**src/rtl/pmem_arbiter.sv**
```systemverilog
// Arbitrates the I-cache and D-cache line requests onto one shared physical-memory port.
// The winning cache's command, address and writeback line are held stable until mem_resp.
module pmem_arbiter #(
    parameter int s_offset = 5,
    parameter int s_line   = 256
) (
    input  logic              clk,
    input  logic              rst,

    input  logic              i_pmem_read,
    input  logic [31:0]       i_pmem_address,
    output logic [s_line-1:0] i_pmem_rdata,
    output logic              i_pmem_resp,

    input  logic              d_pmem_read,
    input  logic              d_pmem_write,
    input  logic [31:0]       d_pmem_address,
    input  logic [s_line-1:0] d_pmem_wdata,
    output logic [s_line-1:0] d_pmem_rdata,
    output logic              d_pmem_resp,

    output logic              mem_read,
    output logic              mem_write,
    output logic [31:0]       mem_address,
    output logic [s_line-1:0] mem_wdata,
    input  logic [s_line-1:0] mem_rdata,
    input  logic              mem_resp
);

    typedef enum logic [1:0] {
        IDLE    = 2'd0,
        GNT_I   = 2'd1,
        GNT_D   = 2'd2,
        RELEASE = 2'd3
    } state_t;

    localparam logic [31:0] addr_mask = ~((32'd1 << s_offset) - 32'd1);

    state_t            state;
    state_t            state_next;
    logic              prio;
    logic [31:0]       addr_q;
    logic [s_line-1:0] wdata_q;
    logic              write_q;
    logic              d_req;
    logic              grant_i;
    logic              grant_d;

    // prio=0 lets the I-cache win a tie; the two grants can never fire together
    always_comb begin
        d_req   = d_pmem_read | d_pmem_write;
        grant_i = (state == IDLE) && i_pmem_read && (!d_req || !prio);
        grant_d = (state == IDLE) && d_req && (!i_pmem_read || prio);
    end

    always_comb begin
        state_next = state;
        case (state)
            IDLE: begin
                if (grant_i) begin
                    state_next = GNT_I;
                end else if (grant_d) begin
                    state_next = GNT_D;
                end
            end
            GNT_I, GNT_D: begin
                if (mem_resp) begin
                    state_next = RELEASE;
                end
            end
            RELEASE: state_next = IDLE;
            default: state_next = IDLE;
        endcase
    end

    always_ff @(posedge clk or negedge rst) begin
        if (!rst) begin
            state   <= IDLE;
            prio    <= 1'b0;
            addr_q  <= '0;
            wdata_q <= '0;
            write_q <= 1'b0;
        end else begin
            state <= state_next;
            if (grant_i) begin
                prio    <= 1'b1;
                addr_q  <= i_pmem_address & addr_mask;
                write_q <= 1'b0;
            end else if (grant_d) begin
                prio    <= 1'b0;
                addr_q  <= d_pmem_address & addr_mask;
                wdata_q <= d_pmem_wdata;
                write_q <= d_pmem_write;
            end
        end
    end

    // Commands come from the captured holding registers, never from live cache inputs
    assign mem_read     = (state == GNT_I) || ((state == GNT_D) && !write_q);
    assign mem_write    = (state == GNT_D) && write_q;
    assign mem_address  = addr_q;
    assign mem_wdata    = wdata_q;

    assign i_pmem_resp  = (state == GNT_I) && mem_resp;
    assign d_pmem_resp  = (state == GNT_D) && mem_resp;
    assign i_pmem_rdata = mem_rdata;
    assign d_pmem_rdata = mem_rdata;

endmodule

```
**config.mk**
```make
export PLATFORM = sky130hd
export DESIGN_NAME = pmem_arbiter
export DESIGN_NICKNAME = d
export VERILOG_FILES = /design/src/rtl/pmem_arbiter.sv
export SDC_FILE = /design/constraint.sdc
export NUM_CORES = 1
export LEC_CHECK = 0
export ABC_AREA = 1
export BUFFER_PORTS_ARGS = -buffer_cell sky130_fd_sc_hd__buf_2
export CAP_MARGIN = 0
export CORE_AREA = 2 2 532 534
export DETAILED_ROUTE_END_ITERATION = 7
export DIE_AREA = 0 0 534 536
export SLEW_MARGIN = 25
export SYNTH_ARGS = -nofsm -noshare
export SYNTH_HDL_FRONTEND = slang
export SYNTH_SLANG_ARGS = --single-unit
export TNS_END_PERCENT = 30
```
**constraint.sdc**
```tcl
create_clock -name clk -period 3.35 [get_ports clk]
set_clock_uncertainty 0.15 [all_clocks]
set_input_delay 0.335 -clock clk [delete_from_list [all_inputs] [get_ports clk]]
set_output_delay 0.335 -clock clk [all_outputs]
set_load 0.02 [all_outputs]
```
==> results of run 1 <==
-- power by group through the flow --
stage	Combinational [W]	Sequential [W]	Clock [W]
6_report	0.00984	0.00620	0.00499
2_1_floorplan	0.00367	0.00798	0
3_5_place_dp	0.00955	0.00615	0
3_3_place_gp	0.00950	0.00611	0
5_1_grt	0.0108	0.00635	0.00536
4_1_cts	0.0101	0.00614	0.00527
-- metal layers --
layer  vias up  track usage [%]  wire length, µm
met4        12             7.18            12500
met5         -             1.15              485
li1       5933                -                -
met2      1603             15.9            67200
met1      6043             6.40            32900
met3       525             16.9            55200
-- through the flow --
| step | power, W | utilization, % | setup WS [ns] | hold WS, ns | std cells |
|---|---|---|---|---|---|
| 6_report | 0.0210 | 8.49 | 0.363 | 0.0535 | 6043 |
| 5_1_grt | 0.0225 | 8.49 | 0.171 | 0.0475 | 6041 |
| 4_1_cts | 0.0215 | 8.48 | 0.343 | 0.0166 | 6035 |
| 3_5_place_dp | 0.0157 | 6.84 | 0.898 | 0.255 | 5645 |
| 3_3_place_gp | 0.0156 | 6.84 | 0.929 | 0.256 | 5645 |
| 2_1_floorplan | 0.0117 | - | 1.69 | -0.111 | 1858 |
-- layout make-up --
| cell class | count | area (µm²) | share of cell area, % |
|---|---|---|---|
| multi-input cells | 942 | 3770 | 15.8 |
| repair buffers | 947 | 6550 | 27.5 |
| diodes | 8 | 20.0 | 0.0840 |
| clock inverters | 24 | 328 | 1.37 |
| flip-flops and latches | 287 | 7180 | 30.1 |
| clock buffers | 53 | 1160 | 4.88 |
| well taps | 3743 | 4680 | 19.6 |
| inverters | 39 | 154 | 0.645 |
-- layout by cell type (no fill, tap or decap), types with 2 or more instances in the layout --
cell type,count
inv_8,4
buf_12,12
conb_1,5
nand2_1,841
clkinv_2,7
buf_4,20
clkinvlp_4,2
nand3_1,58
bufinv_16,4
clkinv_16,2
nor2_1,2
clkbuf_8,7
inv_1,38
diode_2,8
clkbuf_1,4
clkbuf_16,42
nand3b_1,27
o21ai_2,2
buf_2,601
dlygate4sd3_1,313
dfrtp_1,287
inv_6,4
ha_1,4
-- critical path: cells and delay by family (launching register included) --
family / cells / cell delay, ns
AND/OR/NAND/NOR: 4 / 0.60
adder cells (fa/ha/maj): 1 / 0.25
buffers and inverters: 5 / 1.44
flip-flops: 1 / 0.40
-- kinds of logic after synthesis --
kind of cell / after synthesis / share of synthesized area [%]
AND/OR/NAND/NOR: 929 / 23.9
buffers and inverters: 629 / 28.9
flip-flops: 287 / 46.8
AO/OA/AOI/OAI: 4 / 0.147
adder cells (fa/ha/maj): 4 / 0.326
other: 1 / 0.0244
-- repair_timing --
item	4_1_cts	5_1_grt
hold buffers	313	0
endpoints found under the hold margin	404	0
gates resized for setup	0	0
-- how the worst max path moves through the flow --
stage	to	from	depth (start not counted)
4_1_cts	mem_address[26]$_DFFE_PN0P_	state[0]$_DFFE_PN0P_	9
2_1_floorplan	mem_wdata[135]$_DFFE_PN0P_	state[0]$_DFFE_PN0P_	9
6_report	mem_address[24]$_DFFE_PN0P_	state[0]$_DFFE_PN0P_	10
3_5_place_dp	mem_wdata[69]$_DFFE_PN0P_	state[0]$_DFFE_PN0P_	8
5_1_grt	mem_address[24]$_DFFE_PN0P_	state[1]$_DFFE_PN0P_	10
3_3_place_gp	mem_address[26]$_DFFE_PN0P_	state[0]$_DFFE_PN0P_	8
-- state kept, by name, summed over array words and instances (netlist names) --
register     count
prio             1
mem_wdata      256
mem_address     27
write_q          1
state            2
==> flow_metrics.tcl, run 1 <==
set metrics [dict create \
    synth_most_common_cell "nand2_1" \
    p_sw_w 0.0103 \
    critPathCaptureType "register" \
    postPlaceCellArea_um2 19200 \
    cp_data_arrival_time_ns 3.43 \
    syn_inst 1854 \
    ys_seq_area_share_pct 46.8 \
    p_leak_nw 11.2 \
    cts_tree "yes" \
    syn_avg_cell_area_um2 8.28 \
    timing.rr.end "mem_address[24]$_DFFE_PN0P_" \
    cp-start-kind "register" \
    rows 195 \
    drt_iter0_markers 1162 \
    postCtsSetupRepairBufs 0 \
    netlist.top_cell.by_area "dfrtp_1" \
    grt_pass1_vias 13800 \
    async_reset_ff_share_pct 100 \
    post_drt_wl_per_cell_um 27.8 \
    synth-seq-cells 287 \
    worst_pin_slew_ns 0.940 \
    clockBufferDepth 3 \
    cp.required_ns 3.79 \
    die_y_um 536 \
    stdcell_area_um2 23800 \
    setup_viol 0 \
    r2r-start "state[0]$_DFFE_PN0P_" \
    period_share_pct 89.2 \
    synth.top_cells.by_count "nand2_1 (841), buf_4 (536), dfrtp_1 (287)" \
    power.share.clock_pct 23.7 \
    grtUsageTotal_pct 11.3 \
    cts_sinks 287 \
    status "finished clean" \
    via_per_inst 2.34 \
    hp-start "i_pmem_address[28]" \
    min_path_cells 4 \
    yosysUniqueCellTypes 17 \
    finalSetupTns_ns 0 \
    grt_overflow 0 \
    die_w_um 534 \
    p_per_area_nw_per_um2 882 \
    synth_edf_count 0 \
    ys_warn_count 0 \
    routed_wl_um 168000 \
    cpMaxStageDelayCell "dlygate4sd3_1" \
    routabilityCongestion 0.904 \
    p_int_w 0.0108 \
    rsz0062_at_grt "false" \
    antenna_found_initial 61 \
    ios 1386 \
    ir_drop_v 0.000531 \
    nNetsFinal 2845 \
    critPathMaxStageDelay_ns 0.57 \
    r2r_slack_ns 0.36 \
    worst-setup-path-type "register to register" \
    maxCapViolCount 0 \
    die_area_um2 286000 \
    pwr-share-seq_pct 29.5 \
    htreeDepth 2 \
    layout-drive-gt1-share_pct 31.0 \
    drv_slew 0 \
    yosys_most_used_dff "dfrtp_1" \
    pwr-share-comb_pct 46.8 \
    maxSlewHeadroom_pct 37.3 \
    grt_max_degree 90 \
    synth_top_area_share_pct 46.8 \
    n_fill_cell 32600 \
    synth_area_um2 15400 \
    grt_pass1_wl_um 197000 \
    vias 14100 \
    p_sw_share_pct 48.8 \
    crit_fanout 14 \
    dr.pass1.iters 5 \
    path_clk_slew_ns 0.06 \
    cts-root-buf "clkbuf_16" \
    r2r_cells 10 \
    clk_latency_ns 0.71 \
    start_util_pct 5.47 \
    final-hold-violation-count 0 \
    fmax_mhz 335 \
    core_um2 281000 \
    drc 0 \
    min-delay-path-class "primary input to register" \
    cts_buffers 42 \
    path_cells "inv_1 > ha_1 > nand2_1 > inv_1 > buf_4 > buf_4 > nand3b_1 > nand3_1 > dlygate4sd3_1 > nand2_1" \
    synthTopCellsByArea "dfrtp_1 (47%), buf_4 (26%), nand2_1 (21%), nand3_1 (1.9%), buf_2 (1.5%)" \
    drtAntennaViolNets 0 \
    min_to "mem_address[28]$_DFFE_PN0P_" \
    min_period_ns 2.99 \
    port_buffers 602 \
    dp_hpwl_um 149000 \
    synthToLayoutAreaGrowth_pct 55.3 \
]
No activity file was read; power rests on OpenSTA's default activity.
==> inputs of run 2 (changes only) <==
- RECOVER_POWER: unset -> 100
- REMOVE_ABC_BUFFERS: unset -> 1
==> flow_metrics.tcl, run 2 (synthesized netlist as in run 1, its figures left out) <==
set metrics [dict create \
    n_fill_cell 33000 \
    p_sw_w 0.0125 \
    power.share.clock_pct 20.3 \
    ios 1386 \
    cts_tree "yes" \
    stdcell_area_um2 22900 \
    period_share_pct 89.2 \
    cp_data_arrival_time_ns 3.37 \
    grt_pass1_vias 14000 \
    dp_cells 5636 \
    violations "capacitance limit, slew limit" \
    die_area_um2 286000 \
    status "complete, but fails checks" \
    postCtsSetupRepairBufs 0 \
    crit_fanout 12 \
    worstSetupEndpoint "mem_address[21]$_DFFE_PN0P_" \
    dr.pass1.iters 8 \
    r2r_slack_ns 0.43 \
    finalPower_w 0.0224 \
    die_w_um 534 \
    cts_buffers 40 \
    maxSlewHeadroom_pct -40.2 \
    start_util_pct 5.47 \
    timing.rr.end "mem_wdata[149]$_DFFE_PN0P_" \
    grt_max_degree 115 \
    place_ws_ns 0.785 \
    dp_hpwl_um 315000 \
    critPathCaptureType "register" \
    r2r_cells 7 \
    r2r-start "state[1]$_DFFE_PN0P_" \
    worst_pin_slew_ns 2.10 \
    routabilityCongestion 0.943 \
    drt_iter0_markers 1590 \
    drv_slew 58 \
    p_leak_nw 9.99 \
    rows 195 \
    layout-drive-gt1-share_pct 18.1 \
    pwr-share-comb_pct 52.5 \
    maxCapViolCount 1 \
    pwr-share-seq_pct 27.1 \
    drtAntennaViolNets 0 \
    clockBufferDepth 3 \
    grt_pass1_wl_um 384000 \
    port_buffers 602 \
    synthToLayoutAreaGrowth_pct 49.3 \
    postPlaceCellArea_um2 19100 \
    crit_start "d_pmem_write" \
    rsz0062_at_grt "false" \
    antenna_found_initial 229 \
    post_drt_wl_per_cell_um 58.6 \
    grtUsageTotal_pct 23.8 \
    cp-start-kind "primary input" \
    fmax_mhz 335 \
    path_clk_slew_ns 0.06 \
    drc 0 \
    cp.required_ns 3.73 \
    layout_common_cells "nand2_1 (839), buf_2 (313), clkbuf_1 (296)" \
    instances_no_fill 6003 \
    clk_latency_ns 0.64 \
    worst-setup-path-type "primary input to register" \
    min-delay-path-class "primary input to register" \
    final-hold-violation-count 0 \
    setup_viol 0 \
    via_per_inst 2.83 \
    vias 17000 \
    ir_drop_v 0.000457 \
    grt_overflow 0 \
    p_int_w 0.00991 \
    nNetsFinal 2807 \
    p_per_area_nw_per_um2 976 \
    cts_sinks 287 \
    setup_ws_ns 0.363 \
    die_y_um 536 \
    cts-root-buf "clkbuf_16" \
    core_um2 281000 \
    routed_wl_um 352000 \
    p_sw_share_pct 55.7 \
    layout_commonest_cell "nand2_1" \
    min_period_ns 2.99 \
    htreeDepth 2 \
    largest_reg_flops 256 \
]
## run 2: cell types whose count changed in the layout (fill, tap and decap cells not counted), moves of 4 or more
| cell | delta |
|---|---|
| buf_4 | -11 |
| buf_2 | -288 |
| dlygate4sd3_1 | -27 |
| clkbuf_2 | +6 |
| clkbuf_8 | +4 |
| buf_12 | -7 |
| clkbuf_1 | +292 |
## run 2: how the worst min path moves through the flow
stage,to,start,slack (ns),cells after the start
final,mem_address[26]$_DFFE_PN0P_,d_pmem_address[26],0.02,5
after CTS,mem_address[15]$_DFFE_PN0P_,d_pmem_address[15],0.003,5
after floorplan,mem_address[10]$_DFFE_PN0P_,rst,-0.11,0
after global placement,mem_address[8]$_DFFE_PN0P_,rst,0.20,1
after detailed placement,mem_address[8]$_DFFE_PN0P_,rst,0.20,1
after global routing,mem_address[26]$_DFFE_PN0P_,d_pmem_address[26],0.02,5
## run 2: area by class of cell
type,count,area (µm²),area share [%]
Tap cell,3743,4680,20.4
Timing Repair Buffer,911,5730,25.0
Sequential cell,287,7180,31.3
Clock buffer,57,1170,5.13
Clock inverter,15,196,0.857
Multi-Input combinational cell,942,3780,16.5
Inverter,39,154,0.671
Antenna cell,9,22.5,0.0982
## run 2: power by group through the flow
stage / Sequential [W] / Clock, W / Combinational, W
after floorplan: 0.00798 / 0 / 0.00277
after global placement: 0.00595 / 0 / 0.0119
after detailed placement: 0.00601 / 0 / 0.0119
after CTS: 0.00600 / 0.00470 / 0.0124
after global routing: 0.00627 / 0.00480 / 0.0129
final: 0.00607 / 0.00455 / 0.0118
## run 2: layer usage
metal / global-route usage (%) / vias up / part of all wire, %
met5: 18.9 / - / 2.1
met4: 11.0 / 57 / 6.5
met3: 33.5 / 703 / 30
met2: 37.0 / 2926 / 43
met1: 12.5 / 7491 / 19
li1: - / 5829 / -
## run 2: timing repair
item                      CTS  global route
hold buffers              286             0
hold endpoints to repair  328             0
gates resized for setup     0             0
## run 2: critical path, stage by stage
cell           delay (ns)
dlygate4sd3_1        0.61
clkbuf_1             0.21
o21ai_2              0.65
nand2_2              0.42
clkbuf_2             0.35
nand3_1              0.16
dlygate4sd3_1        0.56
nand2_1              0.05
## run 2: per-stage QoR
step / setup TNS, ns / utilization [%] / hold WS, ns
5_1_grt: 0 / 8.16 / 0.0184
3_5_place_dp: 0 / 6.80 / 0.198
6_report: 0 / 8.16 / 0.0170
4_1_cts: 0 / 8.31 / 0.00253
3_3_place_gp: 0 / 6.80 / 0.196
2_1_floorplan: -1919.87 / - / -0.111
